File: src/rtl/multicycle_ctrl.sv
// Multi-cycle RV32I control FSM (IF/ID/EX/MEM/WB) feeding alu_op and datapath enables.
// Optional: ILLEGAL_TRAP_EN traps illegal instructions into a sticky HALT state.
`timescale 1ns/1ps

module multicycle_ctrl #(
    parameter logic [3:0] ALU_AND  = 4'b0000,
    parameter logic [3:0] ALU_OR   = 4'b0001,
    parameter logic [3:0] ALU_ADD  = 4'b0010,
    parameter logic [3:0] ALU_SUB  = 4'b0110,
    parameter logic [3:0] ALU_LESS = 4'b0111,
    parameter logic [3:0] ALU_LR   = 4'b1000,
    parameter logic [3:0] ALU_LL   = 4'b1001,
    parameter logic [3:0] ALU_NR   = 4'b1010,
    parameter logic [3:0] ALU_XOR  = 4'b1101
) (
    input  logic        clk,
    input  logic        rst,
    input  logic [31:0] ir,
    input  logic        mem_ready,
    input  logic        zero,
    output logic [2:0]  state,
    output logic        mem_req,
    output logic        mem_we,
    output logic        ir_we,
    output logic        pc_we,
    output logic        pc_sel,
    output logic        alu_src_b,
    output logic [3:0]  alu_op,
    output logic        rf_we,
    output logic        wb_sel,
    output logic        illegal
);

    // IF fetch | ID decode | EX execute/branch | MEM data access | WB writeback | HALT trapped
    typedef enum logic [2:0] {
        S_IF   = 3'd0,
        S_ID   = 3'd1,
        S_EX   = 3'd2,
        S_MEM  = 3'd3,
        S_WB   = 3'd4,
        S_HALT = 3'd5
    } state_t;

    typedef enum logic [2:0] {
        CLS_R  = 3'd0,
        CLS_I  = 3'd1,
        CLS_LW = 3'd2,
        CLS_SW = 3'd3,
        CLS_BR = 3'd4
    } cls_t;

    localparam logic [6:0] OPC_R  = 7'b0110011;
    localparam logic [6:0] OPC_I  = 7'b0010011;
    localparam logic [6:0] OPC_LW = 7'b0000011;
    localparam logic [6:0] OPC_SW = 7'b0100011;
    localparam logic [6:0] OPC_BR = 7'b1100011;
    localparam logic [6:0] F7_ALT = 7'b0100000;

    state_t     state_q, state_d;
    cls_t       cls_q, cls_d;
    logic [3:0] alu_op_q, alu_op_d;
    logic       illegal_q, illegal_d;

    logic [6:0] opcode, funct7;
    logic [2:0] funct3;
    logic [3:0] arith_op, dec_op;
    cls_t       dec_cls;
    logic       dec_ill;
    logic       unused_ir;

    assign opcode    = ir[6:0];
    assign funct3    = ir[14:12];
    assign funct7    = ir[31:25];
    assign unused_ir = ^{ir[24:15], ir[11:7]};

    always_comb begin
        arith_op = ALU_ADD;
        case (funct3)
            3'b000:  arith_op = ALU_ADD;
            3'b001:  arith_op = ALU_LL;
            3'b010:  arith_op = ALU_LESS;
            3'b100:  arith_op = ALU_XOR;
            3'b101:  arith_op = (funct7 == F7_ALT) ? ALU_NR : ALU_LR;
            3'b110:  arith_op = ALU_OR;
            3'b111:  arith_op = ALU_AND;
            default: arith_op = ALU_ADD;
        endcase
    end

    always_comb begin
        dec_op  = ALU_ADD;
        dec_cls = CLS_R;
        dec_ill = 1'b0;
        case (opcode)
            OPC_R: begin
                dec_cls = CLS_R;
                dec_op  = arith_op;
                if (funct3 == 3'b011) begin
                    dec_ill = 1'b1;
                end else if (funct7 == F7_ALT) begin
                    if (funct3 == 3'b000) dec_op = ALU_SUB;
                    else if (funct3 != 3'b101) dec_ill = 1'b1;
                end else if (funct7 != 7'b0000000) begin
                    dec_ill = 1'b1;
                end
            end
            OPC_I: begin
                // ADDI never subtracts; only shift immediates constrain imm[11:5]
                dec_cls = CLS_I;
                dec_op  = arith_op;
                if (funct3 == 3'b011) dec_ill = 1'b1;
                else if (funct3 == 3'b001 && funct7 != 7'b0000000) dec_ill = 1'b1;
                else if (funct3 == 3'b101 && funct7 != 7'b0000000 && funct7 != F7_ALT) dec_ill = 1'b1;
            end
            OPC_LW: begin
                dec_cls = CLS_LW;
                dec_ill = (funct3 != 3'b010);
            end
            OPC_SW: begin
                dec_cls = CLS_SW;
                dec_ill = (funct3 != 3'b010);
            end
            OPC_BR: begin
                dec_cls = CLS_BR;
                dec_op  = ALU_SUB;
                dec_ill = (funct3[2:1] != 2'b00);
            end
            default: dec_ill = 1'b1;
        endcase
    end

    always_ff @(posedge clk) begin
        if (rst) begin
            state_q   <= S_IF;
            cls_q     <= CLS_R;
            alu_op_q  <= ALU_ADD;
            illegal_q <= 1'b0;
        end else begin
            state_q   <= state_d;
            cls_q     <= cls_d;
            alu_op_q  <= alu_op_d;
            illegal_q <= illegal_d;
        end
    end

    always_comb begin
        state_d   = state_q;
        cls_d     = cls_q;
        alu_op_d  = alu_op_q;
        illegal_d = illegal_q;
        case (state_q)
            S_IF: if (mem_ready) state_d = S_ID;
            S_ID: begin
                if (dec_ill) begin
`ifdef ILLEGAL_TRAP_EN
                    state_d   = S_HALT;
                    illegal_d = 1'b1;
`else
                    state_d   = S_IF;
`endif
                end else begin
                    state_d  = S_EX;
                    cls_d    = dec_cls;
                    alu_op_d = dec_op;
                end
            end
            S_EX: begin
                case (cls_q)
                    CLS_BR:         state_d = S_IF;
                    CLS_LW, CLS_SW: state_d = S_MEM;
                    default:        state_d = S_WB;
                endcase
            end
            S_MEM: if (mem_ready) state_d = (cls_q == CLS_LW) ? S_WB : S_IF;
            S_WB:   state_d = S_IF;
            S_HALT: state_d = S_HALT;
            default: state_d = S_IF;
        endcase
    end

    always_comb begin
        mem_req   = 1'b0;
        mem_we    = 1'b0;
        ir_we     = 1'b0;
        pc_we     = 1'b0;
        pc_sel    = 1'b0;
        alu_src_b = 1'b0;
        rf_we     = 1'b0;
        wb_sel    = 1'b0;
        case (state_q)
            S_IF: begin
                mem_req = 1'b1;
                ir_we   = mem_ready;
                pc_we   = mem_ready;
            end
            S_EX: begin
                alu_src_b = (cls_q == CLS_I) || (cls_q == CLS_LW) || (cls_q == CLS_SW);
                if (cls_q == CLS_BR) begin
                    // funct3[0] flips the sense of the compare: BEQ takes on zero, BNE on !zero
                    pc_we  = zero ^ funct3[0];
                    pc_sel = 1'b1;
                end
            end
            S_MEM: begin
                mem_req   = 1'b1;
                mem_we    = (cls_q == CLS_SW);
                alu_src_b = 1'b1;
            end
            S_WB: begin
                rf_we  = 1'b1;
                wb_sel = (cls_q == CLS_LW);
            end
            default: ;
        endcase
    end

    assign state   = state_q;
    assign alu_op  = alu_op_q;
    assign illegal = illegal_q;

endmodule

File: config.mk
export PLATFORM = sky130hd
export DESIGN_NAME = multicycle_ctrl
export DESIGN_NICKNAME = d
export VERILOG_FILES = /design/src/rtl/multicycle_ctrl.sv
export SDC_FILE = /design/constraint.sdc
export NUM_CORES = 1
export LEC_CHECK = 0
export CORE_MARGIN = 2
export CORE_UTILIZATION = 38
export DETAILED_ROUTE_END_ITERATION = 16
export GPL_TIMING_DRIVEN = 0
export PLACE_DENSITY = 0.8
export SYNTH_ARGS = -nofsm -noshare
export SYNTH_HDL_FRONTEND = slang
export SYNTH_SLANG_ARGS = --single-unit
File: constraint.sdc
create_clock -name clk -period 2.2 [get_ports clk]
set_input_delay 0.33 -clock clk [delete_from_list [all_inputs] [get_ports clk]]
set_output_delay 0.33 -clock clk [all_outputs]
set_load 0.1 [all_outputs]
Yosys cells after proc, flatten, opt, wreduce, memory -nomap -nowiden
Cells that the tools add are included.
- bits in registers: 10
- input bits: 36
- output and inout port bits: 16
- word-level logic and storage cells: 78
- equal/unequal tests: 27
- muxes and demuxes: 32
- bitwise gates (word level): 2
- reductions and logical operators: 14
- operators by type and width (cell ; number):
    case mux 4 bit (6 select lines) ; 1
    equality test 3 bit, second input constant ; 7
    equality test 7 x 6 -> 1 bit, second input constant ; 3
    equality test 3 x 2 -> 1 bit, second input constant ; 6
    2-to-1 mux 1 bit ; 16
    case mux 3 bit (5 select lines) ; 1
    2-to-1 mux 4 bit ; 3
    case mux 3 bit (4 select lines) ; 1
    case mux 4 bit (3 select lines) ; 1
    equality test 3 x 1 -> 1 bit, second input constant ; 3
    2-to-1 mux 3 bit ; 3
    equality test 7 x 2 -> 1 bit, second input constant ; 1
    equality test 7 x 5 -> 1 bit, second input constant ; 1
    equality test 7 bit, second input constant ; 1
    != test 7 x 6 -> 1 bit, second input constant ; 1
    nonzero test 7 bit ; 1
    zero test 3 bit ; 2
    case mux 3 bit (2 select lines) ; 1
    OR reduction 2 bit ; 3
    2-to-1 mux 2 bit ; 2
    != test 2 bit, second input constant ; 2
    case mux 1 bit (2 select lines) ; 2
    case mux 1 bit (4 select lines) ; 1
    AND reduction 2 bit ; 2
    7 further kinds ; 10

Logic depth before layout (Yosys ltp)
- depth in word-level cells: 9
- gate-level depth with buffers: 6
- mapped depth without buffers: 5

Least setup slack after synthesis
OpenSTA, ideal clock, no wires.
- path type: flip-flop to output port
- start point: register state_q[2], in the netlist state[2]
- end point: output port wb_sel
- data arrival time: 5675 ps
- data required time: 1870 ps
- slack: -3805 ps
- cell stages (with the launch flop): 3
- path buffers: 0
- cells stage by stage: dfxtp_1 nor3b_1 nor3b_1
- cells in the longest elaborated chain, start to end: 2
- ends and longest elaborated chain (what ; line ; text):
    start, declared ; 59 ; state_t state_q, state_d;
    start signal, assigned ; 139 ; state_q <= state_d;
    equality test 3 bit ; 190 ; case (state_q)
    2-to-1 mux 1 bit ; 190 ;
    end, declared ; 30 ; output logic wb_sel,
Every way passes these cells.

Final worst setup path
- start point: register state_q[2], in the netlist state[2]
- end point: output port state[2]
- RTL lines (what ; line ; text):
    end, declared ; 21 ; output logic [2:0] state,
No word-level cell between the ends.

==> summary.md <==
| Metric | Value |
|---|---|
| Met3 usage | `4.237%` |
| Required @ worst endpoint | `1.87 ns` |
| H-tree level count | `1` |
| Die X | `53.13 um` |
| Gr busiest metal | `met2` |
| DRC errors left | `0` |
| Area of the multi-input gates | `728.2 um2` |
| CP Launch Point | `state[2]` |
| Crit path capture | `state[2]` |
| VDD IR-drop max | `0.3024 mV` |
| Most frequent cells in the layout | `24 x clkdlybuf4s50_1, 8 x nor2_1, 7 x dfxtp_1` |
| RSZ-0062 raised after global routing | `no` |
| Max Freq | `466.2 MHz` |
| First drt pass iteration count | `4` |
| CTS Buf Count | `3` |
| Vias in the first global route | `915` |
| CP Buf/Inv Count | `1` |
| Initial Utilization | `40.68%` |
| Least-Margin Pin Slew | `0.9752 ns` |
| Met1 capacity usage during global routing | `21.99%` |
| CTS Root Cell | `clkbuf_4` |
| Setup Skew | `0.007655 ns` |
| Sequential cell area | `211.5 um2` |
| Status | `complete, no violations` |
| Final hold viol count | `0` |
| DP Area | `1373 um2` |
| Most common cell after layout, fill and taps aside | `clkdlybuf4s50_1` |
| Worst-skew pair later-pin latency | `0.27 ns` |
| Mapped Area | `917.1 um2` |
| Syn Inst Count | `114` |
| R2R Path Start | `state[1]` |
| Routed Antenna Nets | `0` |
| Final setup violation count | `0` |
| # diodes | `0` |
| Register area share after synthesis | `21.83%` |
| Vert. Die Dim | `53.13 um` |
| Setup CP Type | `flip-flop to output pin` |
| Detailed Route Iter0 Violations | `20` |
| EDFF count, synth | `0` |
| Design Area, Final | `1383 um2` |
| Final net count | `187` |
| CTS tree | `done` |
| Setup TNS | `0 ns` |
| Area grow syn2layout | `50.75%` |
| Critical path's slowest cell | `clkdlybuf4s50_1` |
| Non-filler cells, final | `178` |
| Syn_nets | `150` |
| Max-Cap Viols | `0` |
| Share of post-route cells with drive strength above 1 | `26.00%` |
| I/O Buffers | `32` |
| M2 GR Usage | `33.54%` |
| Initial antenna violation count | `0` |
| Share of the clock period used by the worst path | `97.50%` |
| Fillers | `214` |
| Critical path's top delay family | `buffers and inverters` |
| Post-layout power | `0.4845 mW` |
| CP Launch Type | `flip-flop` |
| Die ar. | `2822 um2` |
| I/O pins | `52` |
| Crit path DAT | `1.81 ns` |
| GR Overflow Total | `0` |
| Min-delay worst type | `primary input to flip-flop` |
| Post-Route Utilization | `61.32%` |
| # rows | `17` |
| Sink Count | `10` |
| Top FF cell, synth | `dfxtp_1` |
| Placed Cells | `174` |
| Post-route minimum period | `2.145 ns` |
| Vias | `998` |
| Post-cts hold buffer count | `0` |
| Synth async-reset ratio | `0%` |
| Crit path max fanout | `9` |
| Mean post-synth cell area | `8.045 um2` |
| Detail Placement HPWL | `1.880 mm` |
| Core Box Area | `2255 um2` |
| Pleak | `0.4847 nW` |
| Worst Setup End Kind | `output pin` |
| Routed WL | `2.303 mm` |
| GR Util All Layers | `18.56%` |
| Largest net degree at the start of global routing | `11` |
| Clk slew on worst S/H paths | `0.07 ns` |
| Detailed-route vias per instance | `5.607` |
| Yosys reg bits | `10` |
| Rel. slew slack | `34.79%` |
| Routed length per instance | `12.94 um` |
| Pwr dens | `350.4 nW/um2` |
| Max Buffers Root-to-Sink | `2` |
| R2R Path End | `alu_op[2]` |
| Buffer count from post-CTS setup fixing | `0` |
| First-pass GRT wire length | `3.946 mm` |
| Worst stage delay on the critical path | `1.14 ns` |
| Number of cells on the critical path | `1` |
| Yosys Warn Count | `0` |
| Max-slew violations | `0` |
| Worst-path cell chain | `clkdlybuf4s50_1` |
| Reg2reg path depth | `6` |
| R2r setup slk | `0.48 ns` |
| Netlist cell types | `50` |
| RD Place Congestion | `0.8354` |
-- how the worst min path moves through the flow --
stage	from	to	slack, ns	cells past startpoint
after floorplan	cls_q[1]	cls_q[1]	0.48	2
after detailed placement	alu_op[0]	alu_op[0]	0.46	2
final	ir[12]	alu_op[0]	0.45	4
after CTS	ir[12]	alu_op[0]	0.45	4
after global placement	alu_op[0]	alu_op[0]	0.46	2
after global routing	alu_op[0]	alu_op[0]	0.49	2
-- flip-flops by register name, summed over array words and instances (netlist names) --
name and count:
alu_op 4, cls_q 3, state 3
-- layer usage --
layer  part of all wire (%)  vias to the layer above
li1                       -                      487
met1                     42                      473
met2                     49                       35
met3                    7.6                        3
met4                   0.61                        0
met5                      0                        -
-- synth_stat cells, types with 4 or more instances --
cell	number	area, um2
inv_1	4	15.01
nand3_1	5	25.02
nand2b_1	5	31.28
nor2b_1	6	37.54
nor2_1	10	37.54
dfxtp_1	10	200.2
o21ai_1	5	25.02
nor3b_1	4	30.03
nor3_1	4	20.02
a21oi_1	5	25.02
nand2_1	5	18.77
-- power breakdown --
group | switching [mW] | internal [mW] | total [mW] | leakage, nW
Sequential | 0.00138 | 0.179 | 0.181 | 0.0830
Combinational | 0.101 | 0.0693 | 0.170 | 0.386
Clock | 0.0678 | 0.0657 | 0.133 | 0.0154
Total | 0.170 | 0.314 | 0.484 | 0.485
-- timing repair --
action	CTS	global route
resized for setup	29	3
hold endpoints to repair	0	0
pin swaps	0	0
endpoints found under the setup margin	8	3
-- per-stage QoR --
| step | setup slack, ns | hold slack [ns] |
|---|---|---|
| global route | 0.009277 | 0.4881 |
| CTS | 0.01594 | 0.4489 |
| finish | 0.05504 | 0.4536 |
| floorplan | -0.6222 | 0.4756 |
| global placement | -0.4507 | 0.4600 |
| detailed placement | -0.4870 | 0.4585 |
-- cells by family after synthesis --
family	share of synthesized area [%]
buffers and inverters	6.274
flip-flops	21.83
multiplexers	3.820
AO/OA/AOI/OAI	25.65
XOR/XNOR	4.776
other	0.4089
AND/OR/NAND/NOR	37.25
-- final cells by class --
| cell class | instances | share of cell area (%) |
|---|---|---|
| Buffer | 7 | 4.525 |
| Clock buffer | 3 | 1.629 |
| Clock inverter | 1 | 0.2715 |
| Inverter | 4 | 1.086 |
| Multi-Input combinational cell | 93 | 52.67 |
| Sequential cell | 10 | 15.29 |
| Tap cell | 28 | 2.534 |
| Timing Repair Buffer | 32 | 21.99 |
(Power assumes the default switching activity.)
